$ cat config.mk
export PLATFORM = sky130hd
export DESIGN_NAME = subbytes_arbiter
export DESIGN_NICKNAME = d
export VERILOG_FILES = /design/src/rtl/aes_pkg.sv /design/src/rtl/aes_sbox_byte.sv /design/src/rtl/subbytes_arbiter.sv
export SDC_FILE = /design/constraint.sdc
export NUM_CORES = 1
export LEC_CHECK = 0
export CAP_MARGIN = 20
export CELL_PAD_IN_SITES_DETAIL_PLACEMENT = 1
export CELL_PAD_IN_SITES_GLOBAL_PLACEMENT = 1
export CORE_ASPECT_RATIO = 1.5
export CORE_MARGIN = 3
export CORE_UTILIZATION = 39
export DETAILED_ROUTE_END_ITERATION = 8
export PLACE_DENSITY = 0.83
export SLEW_MARGIN = 10
export SYNTH_ARGS = -nofsm -noshare
export SYNTH_HDL_FRONTEND = slang
export SYNTH_SLANG_ARGS = --single-unit
$ cat constraint.sdc
create_clock -name clk -period 5.1 [get_ports clk]
set_input_delay 1.02 -clock clk [delete_from_list [all_inputs] [get_ports clk]]
set_output_delay 1.02 -clock clk [all_outputs]
set_load 0.01 [all_outputs]
$ cat src/rtl/aes_pkg.sv
// Shared types and constants for the byte-serial SubBytes engine.
// Operand sizes, byte-count width and grant encodings.
package aes_pkg;

    typedef enum logic [1:0] {
        IDLE,
        SUB,
        DONE
    } state_t;

    localparam int N_BLK = 16;
    localparam int N_WRD = 4;
    localparam int CNT_W = 4;

    localparam logic [CNT_W-1:0] CNT_BLK = CNT_W'(N_BLK - 1);
    localparam logic [CNT_W-1:0] CNT_WRD = CNT_W'(N_WRD - 1);

    localparam logic [1:0] GNT_BLK = 2'b01;
    localparam logic [1:0] GNT_WRD = 2'b10;

endpackage

$ cat src/rtl/aes_sbox_byte.sv
// Combinational FIPS-197 forward S-box, one byte in, one byte out.
// Table form so it maps to a ROM/LUT and is reusable by other blocks.
module aes_sbox_byte (
    input  logic [7:0] a,
    output logic [7:0] s
);

    always_comb begin
        s = 8'h00;
        case (a)
            8'h00: s = 8'h63; 8'h01: s = 8'h7c; 8'h02: s = 8'h77; 8'h03: s = 8'h7b;
            8'h04: s = 8'hf2; 8'h05: s = 8'h6b; 8'h06: s = 8'h6f; 8'h07: s = 8'hc5;
            8'h08: s = 8'h30; 8'h09: s = 8'h01; 8'h0a: s = 8'h67; 8'h0b: s = 8'h2b;
            8'h0c: s = 8'hfe; 8'h0d: s = 8'hd7; 8'h0e: s = 8'hab; 8'h0f: s = 8'h76;
            8'h10: s = 8'hca; 8'h11: s = 8'h82; 8'h12: s = 8'hc9; 8'h13: s = 8'h7d;
            8'h14: s = 8'hfa; 8'h15: s = 8'h59; 8'h16: s = 8'h47; 8'h17: s = 8'hf0;
            8'h18: s = 8'had; 8'h19: s = 8'hd4; 8'h1a: s = 8'ha2; 8'h1b: s = 8'haf;
            8'h1c: s = 8'h9c; 8'h1d: s = 8'ha4; 8'h1e: s = 8'h72; 8'h1f: s = 8'hc0;
            8'h20: s = 8'hb7; 8'h21: s = 8'hfd; 8'h22: s = 8'h93; 8'h23: s = 8'h26;
            8'h24: s = 8'h36; 8'h25: s = 8'h3f; 8'h26: s = 8'hf7; 8'h27: s = 8'hcc;
            8'h28: s = 8'h34; 8'h29: s = 8'ha5; 8'h2a: s = 8'he5; 8'h2b: s = 8'hf1;
            8'h2c: s = 8'h71; 8'h2d: s = 8'hd8; 8'h2e: s = 8'h31; 8'h2f: s = 8'h15;
            8'h30: s = 8'h04; 8'h31: s = 8'hc7; 8'h32: s = 8'h23; 8'h33: s = 8'hc3;
            8'h34: s = 8'h18; 8'h35: s = 8'h96; 8'h36: s = 8'h05; 8'h37: s = 8'h9a;
            8'h38: s = 8'h07; 8'h39: s = 8'h12; 8'h3a: s = 8'h80; 8'h3b: s = 8'he2;
            8'h3c: s = 8'heb; 8'h3d: s = 8'h27; 8'h3e: s = 8'hb2; 8'h3f: s = 8'h75;
            8'h40: s = 8'h09; 8'h41: s = 8'h83; 8'h42: s = 8'h2c; 8'h43: s = 8'h1a;
            8'h44: s = 8'h1b; 8'h45: s = 8'h6e; 8'h46: s = 8'h5a; 8'h47: s = 8'ha0;
            8'h48: s = 8'h52; 8'h49: s = 8'h3b; 8'h4a: s = 8'hd6; 8'h4b: s = 8'hb3;
            8'h4c: s = 8'h29; 8'h4d: s = 8'he3; 8'h4e: s = 8'h2f; 8'h4f: s = 8'h84;
            8'h50: s = 8'h53; 8'h51: s = 8'hd1; 8'h52: s = 8'h00; 8'h53: s = 8'hed;
            8'h54: s = 8'h20; 8'h55: s = 8'hfc; 8'h56: s = 8'hb1; 8'h57: s = 8'h5b;
            8'h58: s = 8'h6a; 8'h59: s = 8'hcb; 8'h5a: s = 8'hbe; 8'h5b: s = 8'h39;
            8'h5c: s = 8'h4a; 8'h5d: s = 8'h4c; 8'h5e: s = 8'h58; 8'h5f: s = 8'hcf;
            8'h60: s = 8'hd0; 8'h61: s = 8'hef; 8'h62: s = 8'haa; 8'h63: s = 8'hfb;
            8'h64: s = 8'h43; 8'h65: s = 8'h4d; 8'h66: s = 8'h33; 8'h67: s = 8'h85;
            8'h68: s = 8'h45; 8'h69: s = 8'hf9; 8'h6a: s = 8'h02; 8'h6b: s = 8'h7f;
            8'h6c: s = 8'h50; 8'h6d: s = 8'h3c; 8'h6e: s = 8'h9f; 8'h6f: s = 8'ha8;
            8'h70: s = 8'h51; 8'h71: s = 8'ha3; 8'h72: s = 8'h40; 8'h73: s = 8'h8f;
            8'h74: s = 8'h92; 8'h75: s = 8'h9d; 8'h76: s = 8'h38; 8'h77: s = 8'hf5;
            8'h78: s = 8'hbc; 8'h79: s = 8'hb6; 8'h7a: s = 8'hda; 8'h7b: s = 8'h21;
            8'h7c: s = 8'h10; 8'h7d: s = 8'hff; 8'h7e: s = 8'hf3; 8'h7f: s = 8'hd2;
            8'h80: s = 8'hcd; 8'h81: s = 8'h0c; 8'h82: s = 8'h13; 8'h83: s = 8'hec;
            8'h84: s = 8'h5f; 8'h85: s = 8'h97; 8'h86: s = 8'h44; 8'h87: s = 8'h17;
            8'h88: s = 8'hc4; 8'h89: s = 8'ha7; 8'h8a: s = 8'h7e; 8'h8b: s = 8'h3d;
            8'h8c: s = 8'h64; 8'h8d: s = 8'h5d; 8'h8e: s = 8'h19; 8'h8f: s = 8'h73;
            8'h90: s = 8'h60; 8'h91: s = 8'h81; 8'h92: s = 8'h4f; 8'h93: s = 8'hdc;
            8'h94: s = 8'h22; 8'h95: s = 8'h2a; 8'h96: s = 8'h90; 8'h97: s = 8'h88;
            8'h98: s = 8'h46; 8'h99: s = 8'hee; 8'h9a: s = 8'hb8; 8'h9b: s = 8'h14;
            8'h9c: s = 8'hde; 8'h9d: s = 8'h5e; 8'h9e: s = 8'h0b; 8'h9f: s = 8'hdb;
            8'ha0: s = 8'he0; 8'ha1: s = 8'h32; 8'ha2: s = 8'h3a; 8'ha3: s = 8'h0a;
            8'ha4: s = 8'h49; 8'ha5: s = 8'h06; 8'ha6: s = 8'h24; 8'ha7: s = 8'h5c;
            8'ha8: s = 8'hc2; 8'ha9: s = 8'hd3; 8'haa: s = 8'hac; 8'hab: s = 8'h62;
            8'hac: s = 8'h91; 8'had: s = 8'h95; 8'hae: s = 8'he4; 8'haf: s = 8'h79;
            8'hb0: s = 8'he7; 8'hb1: s = 8'hc8; 8'hb2: s = 8'h37; 8'hb3: s = 8'h6d;
            8'hb4: s = 8'h8d; 8'hb5: s = 8'hd5; 8'hb6: s = 8'h4e; 8'hb7: s = 8'ha9;
            8'hb8: s = 8'h6c; 8'hb9: s = 8'h56; 8'hba: s = 8'hf4; 8'hbb: s = 8'hea;
            8'hbc: s = 8'h65; 8'hbd: s = 8'h7a; 8'hbe: s = 8'hae; 8'hbf: s = 8'h08;
            8'hc0: s = 8'hba; 8'hc1: s = 8'h78; 8'hc2: s = 8'h25; 8'hc3: s = 8'h2e;
            8'hc4: s = 8'h1c; 8'hc5: s = 8'ha6; 8'hc6: s = 8'hb4; 8'hc7: s = 8'hc6;
            8'hc8: s = 8'he8; 8'hc9: s = 8'hdd; 8'hca: s = 8'h74; 8'hcb: s = 8'h1f;
            8'hcc: s = 8'h4b; 8'hcd: s = 8'hbd; 8'hce: s = 8'h8b; 8'hcf: s = 8'h8a;
            8'hd0: s = 8'h70; 8'hd1: s = 8'h3e; 8'hd2: s = 8'hb5; 8'hd3: s = 8'h66;
            8'hd4: s = 8'h48; 8'hd5: s = 8'h03; 8'hd6: s = 8'hf6; 8'hd7: s = 8'h0e;
            8'hd8: s = 8'h61; 8'hd9: s = 8'h35; 8'hda: s = 8'h57; 8'hdb: s = 8'hb9;
            8'hdc: s = 8'h86; 8'hdd: s = 8'hc1; 8'hde: s = 8'h1d; 8'hdf: s = 8'h9e;
            8'he0: s = 8'he1; 8'he1: s = 8'hf8; 8'he2: s = 8'h98; 8'he3: s = 8'h11;
            8'he4: s = 8'h69; 8'he5: s = 8'hd9; 8'he6: s = 8'h8e; 8'he7: s = 8'h94;
            8'he8: s = 8'h9b; 8'he9: s = 8'h1e; 8'hea: s = 8'h87; 8'heb: s = 8'he9;
            8'hec: s = 8'hce; 8'hed: s = 8'h55; 8'hee: s = 8'h28; 8'hef: s = 8'hdf;
            8'hf0: s = 8'h8c; 8'hf1: s = 8'ha1; 8'hf2: s = 8'h89; 8'hf3: s = 8'h0d;
            8'hf4: s = 8'hbf; 8'hf5: s = 8'he6; 8'hf6: s = 8'h42; 8'hf7: s = 8'h68;
            8'hf8: s = 8'h41; 8'hf9: s = 8'h99; 8'hfa: s = 8'h2d; 8'hfb: s = 8'h0f;
            8'hfc: s = 8'hb0; 8'hfd: s = 8'h54; 8'hfe: s = 8'hbb; 8'hff: s = 8'h16;
        endcase
    end

endmodule

$ cat src/rtl/subbytes_arbiter.sv
// Shared byte-serial SubBytes engine: round-robin between block SubBytes
// and key-schedule SubWord, one S-box lookup per clock.
module subbytes_arbiter
    import aes_pkg::*;
(
    input  logic         clk,
    input  logic         rst,
    input  logic         blk_req,
    input  logic [127:0] blk_in,
    input  logic         wrd_req,
    input  logic [31:0]  wrd_in,
    output logic         blk_done,
    output logic [127:0] blk_out,
    output logic         wrd_done,
    output logic [31:0]  wrd_out,
    output logic [1:0]   gnt,
    output logic         busy
);

    state_t             state;
    state_t             state_d;
    logic [1:0]         grant_d;
    logic [1:0]         last_gnt;
    logic [127:0]       opr;
    logic [127:0]       res;
    logic [127:0]       res_nxt;
    logic [CNT_W-1:0]   cnt;
    logic [7:0]         sb_out;

    aes_sbox_byte u_sbox (
        .a (opr[7:0]),
        .s (sb_out)
    );

    assign res_nxt = {sb_out, res[127:8]};
    assign busy    = (state != IDLE);

    always_comb begin
        state_d = state;
        grant_d = 2'b00;
        case (state)
            IDLE: begin
                if (blk_req && wrd_req) begin
                    grant_d = (last_gnt == GNT_WRD) ? GNT_BLK : GNT_WRD;
                end else if (blk_req) begin
                    grant_d = GNT_BLK;
                end else if (wrd_req) begin
                    grant_d = GNT_WRD;
                end
                if (grant_d != 2'b00) begin
                    state_d = SUB;
                end
            end
            SUB: begin
                if (cnt == '0) begin
                    state_d = DONE;
                end
            end
            DONE:    state_d = IDLE;
            default: state_d = IDLE;
        endcase
    end

    always_ff @(posedge clk) begin
        if (!rst) begin
            state    <= IDLE;
            gnt      <= 2'b00;
            last_gnt <= GNT_WRD;
            opr      <= '0;
            res      <= '0;
            cnt      <= '0;
            blk_done <= 1'b0;
            wrd_done <= 1'b0;
            blk_out  <= '0;
            wrd_out  <= '0;
        end else begin
            state    <= state_d;
            blk_done <= 1'b0;
            wrd_done <= 1'b0;
            case (state)
                IDLE: begin
                    if (grant_d != 2'b00) begin
                        gnt      <= grant_d;
                        last_gnt <= grant_d;
                        if (grant_d == GNT_BLK) begin
                            opr <= blk_in;
                            cnt <= CNT_BLK;
                        end else begin
                            opr <= {96'b0, wrd_in};
                            cnt <= CNT_WRD;
                        end
                    end
                end
                SUB: begin
                    res <= res_nxt;
                    opr <= opr >> 8;
                    // Results are registered on the last lookup so they
                    // are already valid while the FSM sits in DONE.
                    if (cnt == '0) begin
                        if (gnt == GNT_BLK) begin
                            blk_out  <= res_nxt;
                            blk_done <= 1'b1;
                        end else begin
                            wrd_out  <= res_nxt[127:96];
                            wrd_done <= 1'b1;
                        end
                    end else begin
                        cnt <= cnt - 1'b1;
                    end
                end
                DONE: gnt <= 2'b00;
                default: gnt <= 2'b00;
            endcase
        end
    end

endmodule

==> reports/metrics.csv <==
stage,metric,value,unit
min_path,hp-start,blk_out[113],
power,seq_power_share,35.9,%
finish,nFillCells,5773,
worst_setup_path,r2r-end,u_sbox.s[1],
drt,firstDrtPassIters,8,
timing,min_period,4.703,ns
floorplanning,die_w,187.5,µm
placement,gp_congestion,0.9983,
run,cap_viol_max_count,0,
timing,whs,0.4564,ns
grt,grt_pass1_vias,22531,
worst_setup_path,ff2ff_setup_slack,0.73,ns
placement,io_buffers,328,
worst_setup_path,cp.depth,18,
worst_setup_path,reg2reg_from,state[1],
power,pwr-share-clk,31.4,%
finish,final_cell_mix,"nand2_1, dfxtp_1, a21oi_1",
synth,synth_nets,2682,
worst_setup_path,cp_common_cell,buf_4,
finish,drive_gt1_share,8.920,%
worst_setup_path,worst_ep_required_time,5.55,ns
power,p_per_area,414.6,mW/mm²
synth,yosysSeqAreaShare,44.48,%
min_path,holdPathEnd,blk_out[113],
drt,wirelength,101300,µm
drt,wl_per_cell,29.07,µm
drt,vias,21313,
worst_setup_path,critPathTopFamily,compound AO/OA/AOI/OAI gates,
clock_tree,cts_made_buffers,41,
clock_tree,cts_tree,done,
timing,slew_headroom,29.86,%
finish,nets,2965,
finish,layout_commonest_cell,nand2_1,
floorplanning,start_util,39.57,%
clock_tree,post_cts_buffers,0,
clock_tree,clock_latency,0.58,ns
grt,grt_overflow,0,
timing,hold_viol_final,0,
floorplanning,io_pins,329,
power,power_leakage,8.553,nW
timing,min_period_over_period,92.21,%
min_path,hold_path.class,flip-flop to flip-flop,
clock_tree,cts_max_level,2,
power,ir_worst_vdd,279.6,µV
worst_setup_path,slowest_delay,0.58,ns
floorplanning,core-area,0.04868,mm²
floorplanning,die-area,0.05214,mm²
power,combPwrFrac,32.7,%
timing,fin_ws,0.3971,ns
grt,antenna_found_initial,15,
synth,postSynthCellCount,2504,
grt,grt_max_degree,230,
clock_tree,cts.sinks,428,
synth,async_flop_share,0,%
drt,first_iter_violations,1832,
timing,worstMarginPinSlew,1.052,ns
clock_tree,path_clk_slew,0.07,ns
power,power,10.40,mW
synth,syn-cell-area,0.01926,mm²
floorplanning,die_h,278.2,µm
timing,setup_viol,0,
worst_setup_path,endpoint_kind,flip-flop,
worst_setup_path,crit_type,primary input to flip-flop,
power,p_sw_share,37.66,%
synth,synth_ff_type,dfxtp_1,
worst_setup_path,reg2reg_depth,17,
drt,remaining_drc_errors,0,
finish,area_growth,30.21,%
outcome,status,"finished, final reports clean",
placement,placed_cell_area,0.02367,mm²
clock_tree,cts_max_path_buffers,3,
power,internal_power,6.482,mW
finish,stdcell_area,0.02508,mm²
min_path,hold_depth,2,
worst_setup_path,cp_data_arrival_time,5.15,ns
clock_tree,cts_root_buf,clkbuf_16,
timing,slew_violations,0,
synth,ys_warn_count,0,
worst_setup_path,cp-start-kind,primary input,
placement,place_ws,-0.1048,ns
grt,grtUsageTotal,37.22,%
drt,drt.antenna.violating_nets,0,
worst_setup_path,critPathBufInv,6,
timing,rsz0062_at_grt,false,
synth,avgSynthCellArea,7.692,µm²
worst_setup_path,crit_chain,clkdlybuf4s50_1 -> or3b_1 -> buf_4 -> a211o_1 -> o311ai_1 -> nand2_1 -> nand2_1 -> buf_4 -> inv_1 -> ha_1 -> o21ai_0 -> buf_4 -> o211ai_1 -> a211oi_1 -> a2111oi_0 -> buf_4 -> o22ai_1 -> o2111ai_1,
drt,via_per_inst,6.119,
worst_setup_path,cpMaxStageDelayCell,a211oi_1,
finish,fin_util,51.52,%
worst_setup_path,path_max_fanout,6,
grt,grt_pass1_wl,148200,µm
floorplanning,rows,99,
timing,skew,0.01673,ns
power,switching_power,3.916,mW
synth,synth_cell_types,86,
placement,dpl.hpwl,68520,µm
synth,synth_edf_count,0,
synth,yosys_register_bits,428,
clock_tree,cts_resized,0,
clock_tree,cts_hold_buffers,0,
timing,fmax,0.2126,GHz
==> sequential cells by signal, indices dropped and copies added (netlist names) <==
register	flops
blk_done	1
blk_out	128
u_sbox.s	8
cnt	4
wrd_out	32
res	120
gnt	2
wrd_done	1
opr	128
state	2
last_gnt	2
==> layout make-up <==
cell class / count / area, µm² / area share [%]
antenna: 13 / 32.53 / 0.1297
clock buffer: 51 / 1115 / 4.445
clock inverter: 19 / 264.0 / 1.053
inverter: 39 / 153.9 / 0.6137
multi-input combinational: 1800 / 9609 / 38.32
sequential: 428 / 8569 / 34.17
tap: 656 / 820.8 / 3.273
timing repair buffer: 477 / 4514 / 18.00
==> worst max-delay path by stage <==
stage	to	slack (ns)	startpoint
finish	u_sbox.s[1]	0.40	blk_req
floorplan	u_sbox.s[5]	0.75	blk_req
global placement	u_sbox.s[1]	-0.05	blk_req
detailed placement	u_sbox.s[1]	-0.10	blk_req
global route	u_sbox.s[1]	0.36	blk_req
CTS	u_sbox.s[1]	0.50	blk_req
==> stage by stage <==
| stage | setup TNS (ns) | cells |
|---|---|---|
| CTS | 0 | 3470 |
| global placement | -0.05083 | 3400 |
| global route | 0 | 3483 |
| detailed placement | -0.1048 | 3400 |
| finish | 0 | 3483 |
| floorplan | 0 | 2504 |
==> tightest hold or removal path: cells and delay by family (launching register included) <==
| family | cells | cell delay, ns |
|---|---|---|
| DFF | 1 | 0.31 |
| and+or+nand+nor | 1 | 0.05 |
| AOI/OAI and AO/OA | 1 | 0.05 |
==> logic make-up (layout without fill, tap and decap cells) <==
| family | after synthesis | after routing | synth area share [%] |
|---|---|---|---|
| AO/OA/AOI/OAI | 818 | 818 | 27.07 |
| XOR/XNOR | 3 | 3 | 0.1364 |
| adder cells (fa/ha/maj) | 14 | 14 | 0.9095 |
| buffers and inverters | 276 | 586 | 5.833 |
| flip-flops | 428 | 428 | 44.48 |
| multiplexers | 32 | 32 | 1.689 |
| other | 0 | 13 | 0 |
| AND/OR/NAND/NOR | 933 | 933 | 19.88 |
==> power by group through the flow <==
stage	clock, mW	sequential (mW)	combinational [mW]
after global routing	3.42	3.75	3.53
after CTS	3.30	3.73	3.32
after detailed placement	0	3.80	3.29
after floorplan	0	3.69	1.74
final	3.26	3.74	3.40
after global placement	0	3.79	3.31
==> cell usage after synthesis, drive strengths merged (10+ instances only) <==
cell type | instances | area share (%)
a22oi | 74 | 2.9
dfxtp | 428 | 44
nand2 | 633 | 12
o211ai | 26 | 1.1
o21ai | 68 | 1.9
a222oi | 25 | 1.3
a31oi | 18 | 0.58
a221oi | 28 | 1.3
buf | 67 | 1.8
a21oi | 426 | 11
o221ai | 11 | 0.50
a211oi | 31 | 1.2
inv | 37 | 0.72
a311oi | 10 | 0.45
clkbuf | 170 | 3.3
mux2i | 31 | 1.6
nor3 | 26 | 0.70
nand3 | 92 | 2.4
o22ai | 12 | 0.39
nor2b | 12 | 0.39
nor2 | 127 | 2.6
ha | 14 | 0.91
==> metal layers <==
layer  wire length, µm  global-route usage (%)  up-vias
met5                24                       0        -
met4              9012                   27.53        4
met3              5199                   5.280      363
met2             50870                   66.06      941
met1             36150                   40.20    10632
li1                  -                       -     9373
Power figures use the tool's default switching activity.
